[src/rtl/id_stage_hs_pkg.sv]
// id_stage_hs_pkg: opcodes, ALU control encodings, instruction field positions and register-use helpers
package id_stage_hs_pkg;
  localparam int RD_LSB  = 7;
  localparam int F3_LSB  = 12;
  localparam int RS1_LSB = 15;
  localparam int RS2_LSB = 20;
  localparam int ALT_BIT = 30;
  typedef enum logic [6:0] {
    OP_R      = 7'b0110011,
    OP_I      = 7'b0010011,
    OP_LOAD   = 7'b0000011,
    OP_STORE  = 7'b0100011,
    OP_BRANCH = 7'b1100011,
    OP_J      = 7'b1101111,
    OP_JALR   = 7'b1100111,
    OP_U      = 7'b0110111,
    OP_UPC    = 7'b0010111
  } opcode_e;
  typedef enum logic [3:0] {
    ALU_ADD   = 4'd0,
    ALU_SUB   = 4'd1,
    ALU_AND   = 4'd2,
    ALU_OR    = 4'd3,
    ALU_XOR   = 4'd4,
    ALU_SLL   = 4'd5,
    ALU_SRL   = 4'd6,
    ALU_SRA   = 4'd7,
    ALU_SLT   = 4'd8,
    ALU_SLTU  = 4'd9,
    ALU_PASSB = 4'd10
  } alu_ctrl_e;
  function automatic logic rs1_used(input logic [6:0] op);
    return !(op inside {OP_U, OP_UPC, OP_J});
  endfunction
  function automatic logic rs2_used(input logic [6:0] op);
    return op inside {OP_R, OP_STORE, OP_BRANCH};
  endfunction
endpackage

[src/rtl/control_unit.sv]
// control_unit: ALU operation select from opcode, func3 and instr[30]
module control_unit import id_stage_hs_pkg::*; (
  input  logic [6:0] opcode_i,
  input  logic [2:0] func3_i,
  input  logic       alt_i,
  output logic [3:0] alu_ctrl_o
);
  alu_ctrl_e f3_op;
  always_comb begin
    f3_op = ALU_AND;
    case (func3_i)
      3'b000: f3_op = (opcode_i == OP_R && alt_i) ? ALU_SUB : ALU_ADD;
      3'b001: f3_op = ALU_SLL;
      3'b010: f3_op = ALU_SLT;
      3'b011: f3_op = ALU_SLTU;
      3'b100: f3_op = ALU_XOR;
      3'b101: f3_op = alt_i ? ALU_SRA : ALU_SRL;
      3'b110: f3_op = ALU_OR;
      default: f3_op = ALU_AND;
    endcase
    alu_ctrl_o = (opcode_i == OP_R || opcode_i == OP_I) ? f3_op :
                 (opcode_i == OP_U)      ? ALU_PASSB :
                 (opcode_i == OP_BRANCH) ? ALU_SUB : ALU_ADD;
  end
endmodule

[src/rtl/imm_gen.sv]
// imm_gen: sign-extended immediate for every instruction format
module imm_gen import id_stage_hs_pkg::*; #(
  parameter int XLEN = 32
) (
  input  logic [31:0]     instr_i,
  output logic [XLEN-1:0] imm_o
);
  logic [6:0]  op;
  logic [31:0] imm32;
  assign op = instr_i[6:0];
  always_comb begin
    imm32 = (op == OP_I || op == OP_LOAD || op == OP_JALR) ? {{20{instr_i[31]}}, instr_i[31:20]} :
            (op == OP_STORE)  ? {{20{instr_i[31]}}, instr_i[31:25], instr_i[11:7]} :
            (op == OP_BRANCH) ? {{19{instr_i[31]}}, instr_i[31], instr_i[7], instr_i[30:25], instr_i[11:8], 1'b0} :
            (op == OP_U || op == OP_UPC) ? {instr_i[31:12], 12'b0} :
            (op == OP_J) ? {{11{instr_i[31]}}, instr_i[31], instr_i[19:12], instr_i[20], instr_i[30:21], 1'b0} :
            32'b0;
  end
  assign imm_o = XLEN'($signed(imm32));
endmodule

[src/rtl/regfile_bypass.sv]
// regfile_bypass: 2R1W register file, x0 hardwired to zero, optional write-to-read bypass
module regfile_bypass #(
  parameter int XLEN   = 32,
  parameter int NREG   = 32,
  parameter int BYPASS = 1
) (
  input  logic            clk,
  input  logic            rst_n,
  input  logic [4:0]      ra1_i,
  input  logic [4:0]      ra2_i,
  input  logic            wr_i,
  input  logic [4:0]      wa_i,
  input  logic [XLEN-1:0] wd_i,
  output logic [XLEN-1:0] rd1_o,
  output logic [XLEN-1:0] rd2_o
);
  localparam int AW = $clog2(NREG);
  logic [XLEN-1:0] regs_q [NREG];
  logic            we;
  assign we = wr_i && wa_i != 5'd0 && 32'(wa_i) < NREG;
  always_ff @(posedge clk or negedge rst_n) begin
    if (!rst_n) for (int i = 0; i < NREG; i++) regs_q[i] <= '0;
    else if (we) regs_q[wa_i[AW-1:0]] <= wd_i;
  end
  // only accepted writes are forwarded, so x0 and out-of-range indices still read 0
  assign rd1_o = (BYPASS != 0 && we && wa_i == ra1_i) ? wd_i :
                 (ra1_i != 5'd0 && 32'(ra1_i) < NREG) ? regs_q[ra1_i[AW-1:0]] : '0;
  assign rd2_o = (BYPASS != 0 && we && wa_i == ra2_i) ? wd_i :
                 (ra2_i != 5'd0 && 32'(ra2_i) < NREG) ? regs_q[ra2_i[AW-1:0]] : '0;
endmodule

[src/rtl/id_stage_hs.sv]
// id_stage_hs: handshaked decode stage with load-use interlock, flush and ID/EX register
module id_stage_hs import id_stage_hs_pkg::*; #(
  parameter int XLEN   = 32,
  parameter int ADDR_W = 32,
  parameter int NREG   = 32,
  parameter int BYPASS = 1
) (
  input  logic              clk,
  input  logic              rst_n,
  input  logic              i_if_valid,
  output logic              o_if_ready,
  input  logic [31:0]       i_if_instr,
  input  logic [ADDR_W-1:0] i_if_pc,
  input  logic              i_flush,
  input  logic              i_wb_wr,
  input  logic [4:0]        i_wb_rd,
  input  logic [XLEN-1:0]   i_wb_data,
  input  logic              i_ex_ready,
  output logic              o_id_valid,
  output logic [XLEN-1:0]   o_rs1_data,
  output logic [XLEN-1:0]   o_rs2_data,
  output logic [XLEN-1:0]   o_imm,
  output logic [4:0]        o_rs1,
  output logic [4:0]        o_rs2,
  output logic [4:0]        o_rd,
  output logic [6:0]        o_opcode,
  output logic [2:0]        o_func3,
  output logic [3:0]        o_alu_ctrl,
  output logic [ADDR_W-1:0] o_pc
);
  typedef struct packed {
    logic [ADDR_W-1:0] pc;
    logic [XLEN-1:0]   rs1_data;
    logic [XLEN-1:0]   rs2_data;
    logic [XLEN-1:0]   imm;
    logic [4:0]        rs1;
    logic [4:0]        rs2;
    logic [4:0]        rd;
    logic [6:0]        opcode;
    logic [2:0]        func3;
    logic [3:0]        alu_ctrl;
  } idex_t;
  logic [6:0]      opc;
  logic [4:0]      rd, rs1, rs2;
  logic [2:0]      f3;
  logic [XLEN-1:0] rs1_data, rs2_data, imm;
  logic [3:0]      alu;
  logic            hazard, advance, load, valid_q, valid_d;
  idex_t           idex_q, idex_d;
  assign opc = i_if_instr[6:0];
  assign rd  = i_if_instr[RD_LSB +: 5];
  assign f3  = i_if_instr[F3_LSB +: 3];
  assign rs1 = i_if_instr[RS1_LSB +: 5];
  assign rs2 = i_if_instr[RS2_LSB +: 5];
  regfile_bypass #(.XLEN(XLEN), .NREG(NREG), .BYPASS(BYPASS)) u_rf (
    .clk(clk), .rst_n(rst_n), .ra1_i(rs1), .ra2_i(rs2),
    .wr_i(i_wb_wr), .wa_i(i_wb_rd), .wd_i(i_wb_data), .rd1_o(rs1_data), .rd2_o(rs2_data)
  );
  imm_gen #(.XLEN(XLEN)) u_imm (.instr_i(i_if_instr), .imm_o(imm));
  control_unit u_ctrl (.opcode_i(opc), .func3_i(f3), .alt_i(i_if_instr[ALT_BIT]), .alu_ctrl_o(alu));
  // a load in ID/EX has no data yet, so a dependent reader waits until it has moved on
  assign hazard = i_if_valid & valid_q & (idex_q.opcode == OP_LOAD) & (idex_q.rd != 5'd0) &
                  ((rs1_used(opc) & (rs1 == idex_q.rd)) | (rs2_used(opc) & (rs2 == idex_q.rd)));
  assign advance    = ~valid_q | i_ex_ready;
  assign o_if_ready = advance & ~hazard & ~i_flush;
  assign load       = o_if_ready & i_if_valid;
  always_comb begin
    valid_d = i_flush ? 1'b0 : advance ? load : valid_q;
    idex_d  = load ? '{i_if_pc, rs1_data, rs2_data, imm, rs1, rs2, rd, opc, f3, alu} : idex_q;
  end
  always_ff @(posedge clk or negedge rst_n) begin
    if (!rst_n) begin
      valid_q <= 1'b0;
      idex_q  <= '0;
    end else begin
      valid_q <= valid_d;
      idex_q  <= idex_d;
    end
  end
  assign o_id_valid = valid_q;
  assign o_pc       = idex_q.pc;
  assign o_rs1_data = idex_q.rs1_data;
  assign o_rs2_data = idex_q.rs2_data;
  assign o_imm      = idex_q.imm;
  assign o_rs1      = idex_q.rs1;
  assign o_rs2      = idex_q.rs2;
  assign o_rd       = idex_q.rd;
  assign o_opcode   = idex_q.opcode;
  assign o_func3    = idex_q.func3;
  assign o_alu_ctrl = idex_q.alu_ctrl;
endmodule

[config.mk]
export PLATFORM = sky130hd
export DESIGN_NAME = id_stage_hs
export DESIGN_NICKNAME = d
export VERILOG_FILES = /design/src/rtl/id_stage_hs_pkg.sv /design/src/rtl/control_unit.sv /design/src/rtl/imm_gen.sv /design/src/rtl/regfile_bypass.sv /design/src/rtl/id_stage_hs.sv
export SDC_FILE = /design/constraint.sdc
export NUM_CORES = 2
export LEC_CHECK = 0
export ABC_CLOCK_PERIOD_IN_PS = 2400
export BUFFER_PORTS_ARGS = -buffer_cell sky130_fd_sc_hd__buf_4
export CORE_MARGIN = 4
export CORE_UTILIZATION = 62
export CTS_CLUSTER_SIZE = 28
export DETAILED_ROUTE_END_ITERATION = 8
export PLACE_DENSITY = 0.8
export RECOVER_POWER = 25
export SKIP_CTS_REPAIR_TIMING = 1
export SLEW_MARGIN = 25
export SYNTH_ARGS = -nofsm -noshare
export SYNTH_HDL_FRONTEND = slang
export SYNTH_SLANG_ARGS = --single-unit
[constraint.sdc]
create_clock -name clk -period 2.4 [get_ports clk]
set_input_delay 0.12 -clock clk [delete_from_list [all_inputs] [get_ports clk]]
set_output_delay 0.12 -clock clk [all_outputs]
set_load 0.005 [all_outputs]
# == Yosys cells after proc, flatten, opt, wreduce, memory -nomap -nowiden ==
# Index checks and enable logic that the tools add are counted.
# word_totals
regBits,1182
inputBits,107
# classes
bitwise_logic,17
n_reduce_logical,18
eq_ne,20
n_mux,26
order_cmp,4
# ops
op,n
bitwise mux 1024 bit,1
two-way mux 32 bit,14
binary-select mux 32 bit (select 5 bit),2
demux 32 bit (select 5 bit),1
one-hot mux 4 bit (7 select lines),1
equality test 7 x 6 -> 1 bit (second input constant),3
equality test 7 bit (second input constant),3
equality test 5 bit,4
nonzero test 5 bit,4
>= comparator 6 bit (second input constant),3
inverter 5 -> 6 bit,3
equality test 7 x 2 -> 1 bit (second input constant),2
equality test 7 x 5 -> 1 bit (second input constant),2
AND 1 bit,9
equality test 3 bit (second input constant),3
two-way mux 4 bit,2
equality test 3 x 2 -> 1 bit (second input constant),2
less-than comparator 6 x 1 -> 1 bit (second input constant),1
nonzero test 3 bit,2
logical AND 1 bit,5
two-way mux 1 bit,5
logical OR 1 bit,4
equality test 3 x 1 -> 1 bit (second input constant),1
zero test 3 bit,1
4 further kinds,7

# == Longest topological paths before layout ==
# logic_depth
word_depth,12
mapped_depth,11
mapped_depth_nobuf,6

# == By module ==
# Synthesis repeated with hierarchy kept, for this count alone.
# unflattened
cells_unflattened,4799
area_unflattened_um2,63352.0
# modules_own_cells
mod,seq_area_each_um2,cells_each,instances,area_each_um2
regfile_bypass,25624.6,3956,1,55031.5
id_stage_hs,3953.8,756,1,7653.6
imm_gen,0.0,68,1,534.3
control_unit,0.0,19,1,132.6

# == Worst setup path after synthesis ==
# Ideal clock, no wire load.
# synth_timing
kind,input to register
startpoint,input port i_if_instr[3]
endpoint,"register idex_q, in the netlist o_pc[10]"
setup_time_ps,125
required_ps,2275
path_slack_ps,282
path_stages,9
arrival_time_ps,1993
path_buffers,3
path_cell_list,buf_2 -> or3b_1 -> a21oi_4 -> nor4_1 -> o21ai_2 -> and2_1 -> buf_2 -> buf_2 -> mux2_2
# synth_via
elab_chain_cells,10
# synth_rtl
item,line,text
start: declaration,id_stage_hs.sv:12,"input logic [31:0] i_if_instr,"
"equality test 7 x 6 -> 1 bit, or another cell as far along",id_stage_hs_pkg.sv:33,"return !(op inside {OP_U, OP_UPC, OP_J});"
nonzero test 3 bit,id_stage_hs_pkg.sv:33,
zero test 1 bit,id_stage_hs_pkg.sv:33,
AND 1 bit,id_stage_hs.sv:63,((rs1_used(opc) & (rs1 == idex_q.rd)) | (rs2_used(opc) & (rs2 == idex_q.rd)));
OR 1 bit *,id_stage_hs.sv:63,
AND 1 bit *,id_stage_hs.sv:62,assign hazard = i_if_valid & valid_q & (idex_q.opcode == OP_LOAD) & (idex_q.rd != 5'd0) &
inverter 1 bit *,id_stage_hs.sv:65,assign o_if_ready = advance & ~hazard & ~i_flush;
AND 1 bit * (2 in series),id_stage_hs.sv:65,
AND 1 bit *,id_stage_hs.sv:66,assign load = o_if_ready & i_if_valid;
end signal: assignment,id_stage_hs.sv:77,idex_q <= idex_d;
end: declaration,id_stage_hs.sv:49,"idex_t idex_q, idex_d;"
# Mark *: on every way between the ends. The rest lies on a longest branch, timed or not.
# A chain may end at the register's enable or synchronous reset.

# == Worst setup path after layout ==
# layout_timing
startpoint,"register idex_q, in the netlist o_rd[1]"
endpoint,output port o_if_ready
# layout_via
elab_chain_cells,7
# layout_rtl
item,line,text
equality test 5 bit,id_stage_hs.sv:63,
AND 1 bit,id_stage_hs.sv:63,
OR 1 bit,id_stage_hs.sv:63,
AND 1 bit *,id_stage_hs.sv:62,
inverter 1 bit *,id_stage_hs.sv:65,
AND 1 bit * (2 in series),id_stage_hs.sv:65,
end: declaration,id_stage_hs.sv:11,"output logic o_if_ready,"
# Marked as above.

==> results.json <==
{
  "drc": 0,
  "cts_max_path_buffers": 3,
  "clkSinkCount": 1182,
  "fin_ws_ps": -116,
  "startpoint": "o_rd[1]",
  "drive_above_1_share_pct": 48.8,
  "rr_startpoint": "o_rd[1]",
  "fin_tns_setup_ps": -2500,
  "wl_um": 203000,
  "setup_viol": 40,
  "syn-num-nets": 4509,
  "netlist_area_um2": 61300,
  "grt-ovfl-total": 0,
  "clk_latency_ps": 710,
  "crit_arrival_ps": 2400,
  "period_share_pct": 105,
  "hold_viol_final": 0,
  "start_util_pct": 62.4,
  "grt_max_degree": 118,
  "yosysSeqAreaShare_pct": 48.2,
  "p_per_area_nw_per_um2": 822,
  "cp_max_fo": 3,
  "nets": 4782,
  "syn_inst": 4402,
  "slew_headroom_pct": -17.8,
  "grt_pass1_vias": 44874,
  "netlist.top_cell.by_area": "dfrtp_1",
  "grtUsageMet2_pct": 57.1,
  "met3_usage_pct": 11.0,
  "clk_pin_slew_ps": 70,
  "path_class": "reg -> out",
  "use_met1_pct": 51.4,
  "ys_types": 53,
  "synth.most_common_cell": "dfrtp_1",
  "antenna_found_initial": 5,
  "dieArea_um2": 104000,
  "viasPerCell": 7.35,
  "report.final.slew_viol_count": 71,
  "drtIter0Drc": 5687,
  "async_flop_share_pct": 100,
  "grt_busiest_layer": "met2",
  "leakage_nw": 31.7,
  "yosys_warnings": 0,
  "maxCapViolations": 1,
  "via_count": 44565,
  "ir_drop_v": 0.000577,
  "fmaxAchievable_ghz": 0.397,
  "routabilityCongestion": 0.905,
  "critPathRequiredTime_ps": 2280,
  "ant_nets": 0,
  "rsz0062_at_grt": "yes",
  "cts_max_level": 3,
  "cts-root-buf": "clkbuf_16",
  "yosysTopAreaCellShare_pct": 48.2,
  "grt_first_pass_wirelength_um": 294000,
  "fin_crit_ps": 2520,
  "die_h_um": 323,
  "endpoint_kind": "output pin",
  "cts_buffers": 118,
  "finalClockSkew_ps": 17.9,
  "synthFlopType": "dfrtp_1",
  "worstMarginPinSlew_ps": 1770,
  "hold_start": "i_if_instr[22]",
  "synth_edf_count": 0,
  "status": "finished with violations",
  "violations": "capacitance limit, slew limit, setup timing",
  "synthTopCellsByArea": "dfrtp_1 48%, mux2_2 21%, mux4_2 14%",
  "r2r_slack_ps": -90,
  "io-pin-count": 266,
  "syn_to_final_growth_pct": 16.7,
  "crit_path_start_kind": "flip-flop",
  "post_drt_wl_per_cell_um": 33.5,
  "hpwlAfterDp_um": 121000,
  "grt_usage_pct": 38.2,
  "ys_seq_elements": 1182,
  "synth_area_per_cell_um2": 13.9,
  "min-delay-path-class": "in -> reg",
  "core_um2": 98300,
  "portBuffers": 265,
  "cts_tree": "built",
  "synthTopCellsByCount": "1,182 x dfrtp_1, 1,145 x mux2_2, 388 x mux4_2",
  "hold_slack_ps": 32.1,
  "drt-pass1-iter-count": 8,
  "pre_cts_ws_ps": 165,
  "die_w_um": 323,
  "num_rows": 115
}
routing by layer:
| layer | share of wire, % | up-vias |
|---|---|---|
| met1 | 37 | 23196 |
| li1 | - | 17316 |
| met4 | 6.2 | 6 |
| met5 | 0.015 | - |
| met2 | 45 | 3219 |
| met3 | 12 | 828 |
final timing paths:
path / endpoint / depth (start not counted)
setup / recovery: o_if_ready / 7
hold / removal: o_imm[22] / 4
setup reg to reg: o_pc[15] / 8
hold reg to reg: u_rf.regs_q[1020] / 0
max in group asynchronous: u_rf.regs_q[884] / 4
min in group asynchronous: u_rf.regs_q[250] / 3
flip-flops by register name, indices dropped and copies added (netlist names), 4 cells and up:
register / count
o_rs1: 5
o_alu_ctrl: 4
o_opcode: 7
o_rs2_data: 32
o_rs1_data: 32
o_imm: 32
o_rs2: 5
u_rf.regs_q: 1024
o_rd: 5
o_pc: 32
final cells by class:
class / count / area, um^2
diodes: 5 / 12.5
clock buffers: 161 / 3360
clock inverters: 56 / 840
fillers: 5959 / 26700
inverters: 9 / 36.3
multi-input cells: 2723 / 30000
flip-flops and latches: 1182 / 29600
well taps: 1287 / 1610
repair buffers: 641 / 6130
report_power, final:
group          internal (mW)  switching (mW)
sequential              23.6            2.98
clock                   12.0            8.06
combinational           7.07            5.07
total                   42.7            16.1
layout by cell type, fill, tap and decap left out, types with 65 or more instances in the layout:
cell type / count
mux4_2: 388
o22ai_1: 86
buf_4: 432
mux2i_1: 266
clkbuf_16: 123
dfrtp_1: 1182
nand2_1: 213
a22oi_1: 65
buf_12: 80
a31oi_1: 106
dlygate4sd3_1: 94
mux2_2: 1145
a21oi_1: 111
per-stage QoR:
step / cells / area [um^2] / total power, mW / util (%)
floorplan: 4402 / 61300 / 33.9 / -
global placement: 5738 / 66400 / 37.7 / 67.5
detailed placement: 5738 / 66400 / 38.4 / 67.5
CTS: 5955 / 70600 / 58.4 / 71.8
global route: 6059 / 71500 / 60.9 / 72.8
finish: 6064 / 71600 / 58.8 / 72.8
critical path: stages, from the launching register on:
cell and delay [ps]:
dfrtp_1 410, or4_4 550, nor2_4 140, nor4_4 70
o21ai_4 90, clkbuf_16 170, nor3b_2 140, buf_4 130
cell families (layout without fill, tap and decap cells):
kind of cell              after synthesis  in the layout  synth area share [%]
buffers and inverters                 497            867                  3.31
and+or+nand+nor                       392            392                  2.82
xor gates and xnor gates               20             20                 0.286
other                                   0              5                     0
AOI/OAI and AO/OA                     511            511                  5.74
DFF                                  1182           1182                  48.2
muxes                                1800           1800                  39.6
Note: power is estimated with default switching activity, not from simulation.
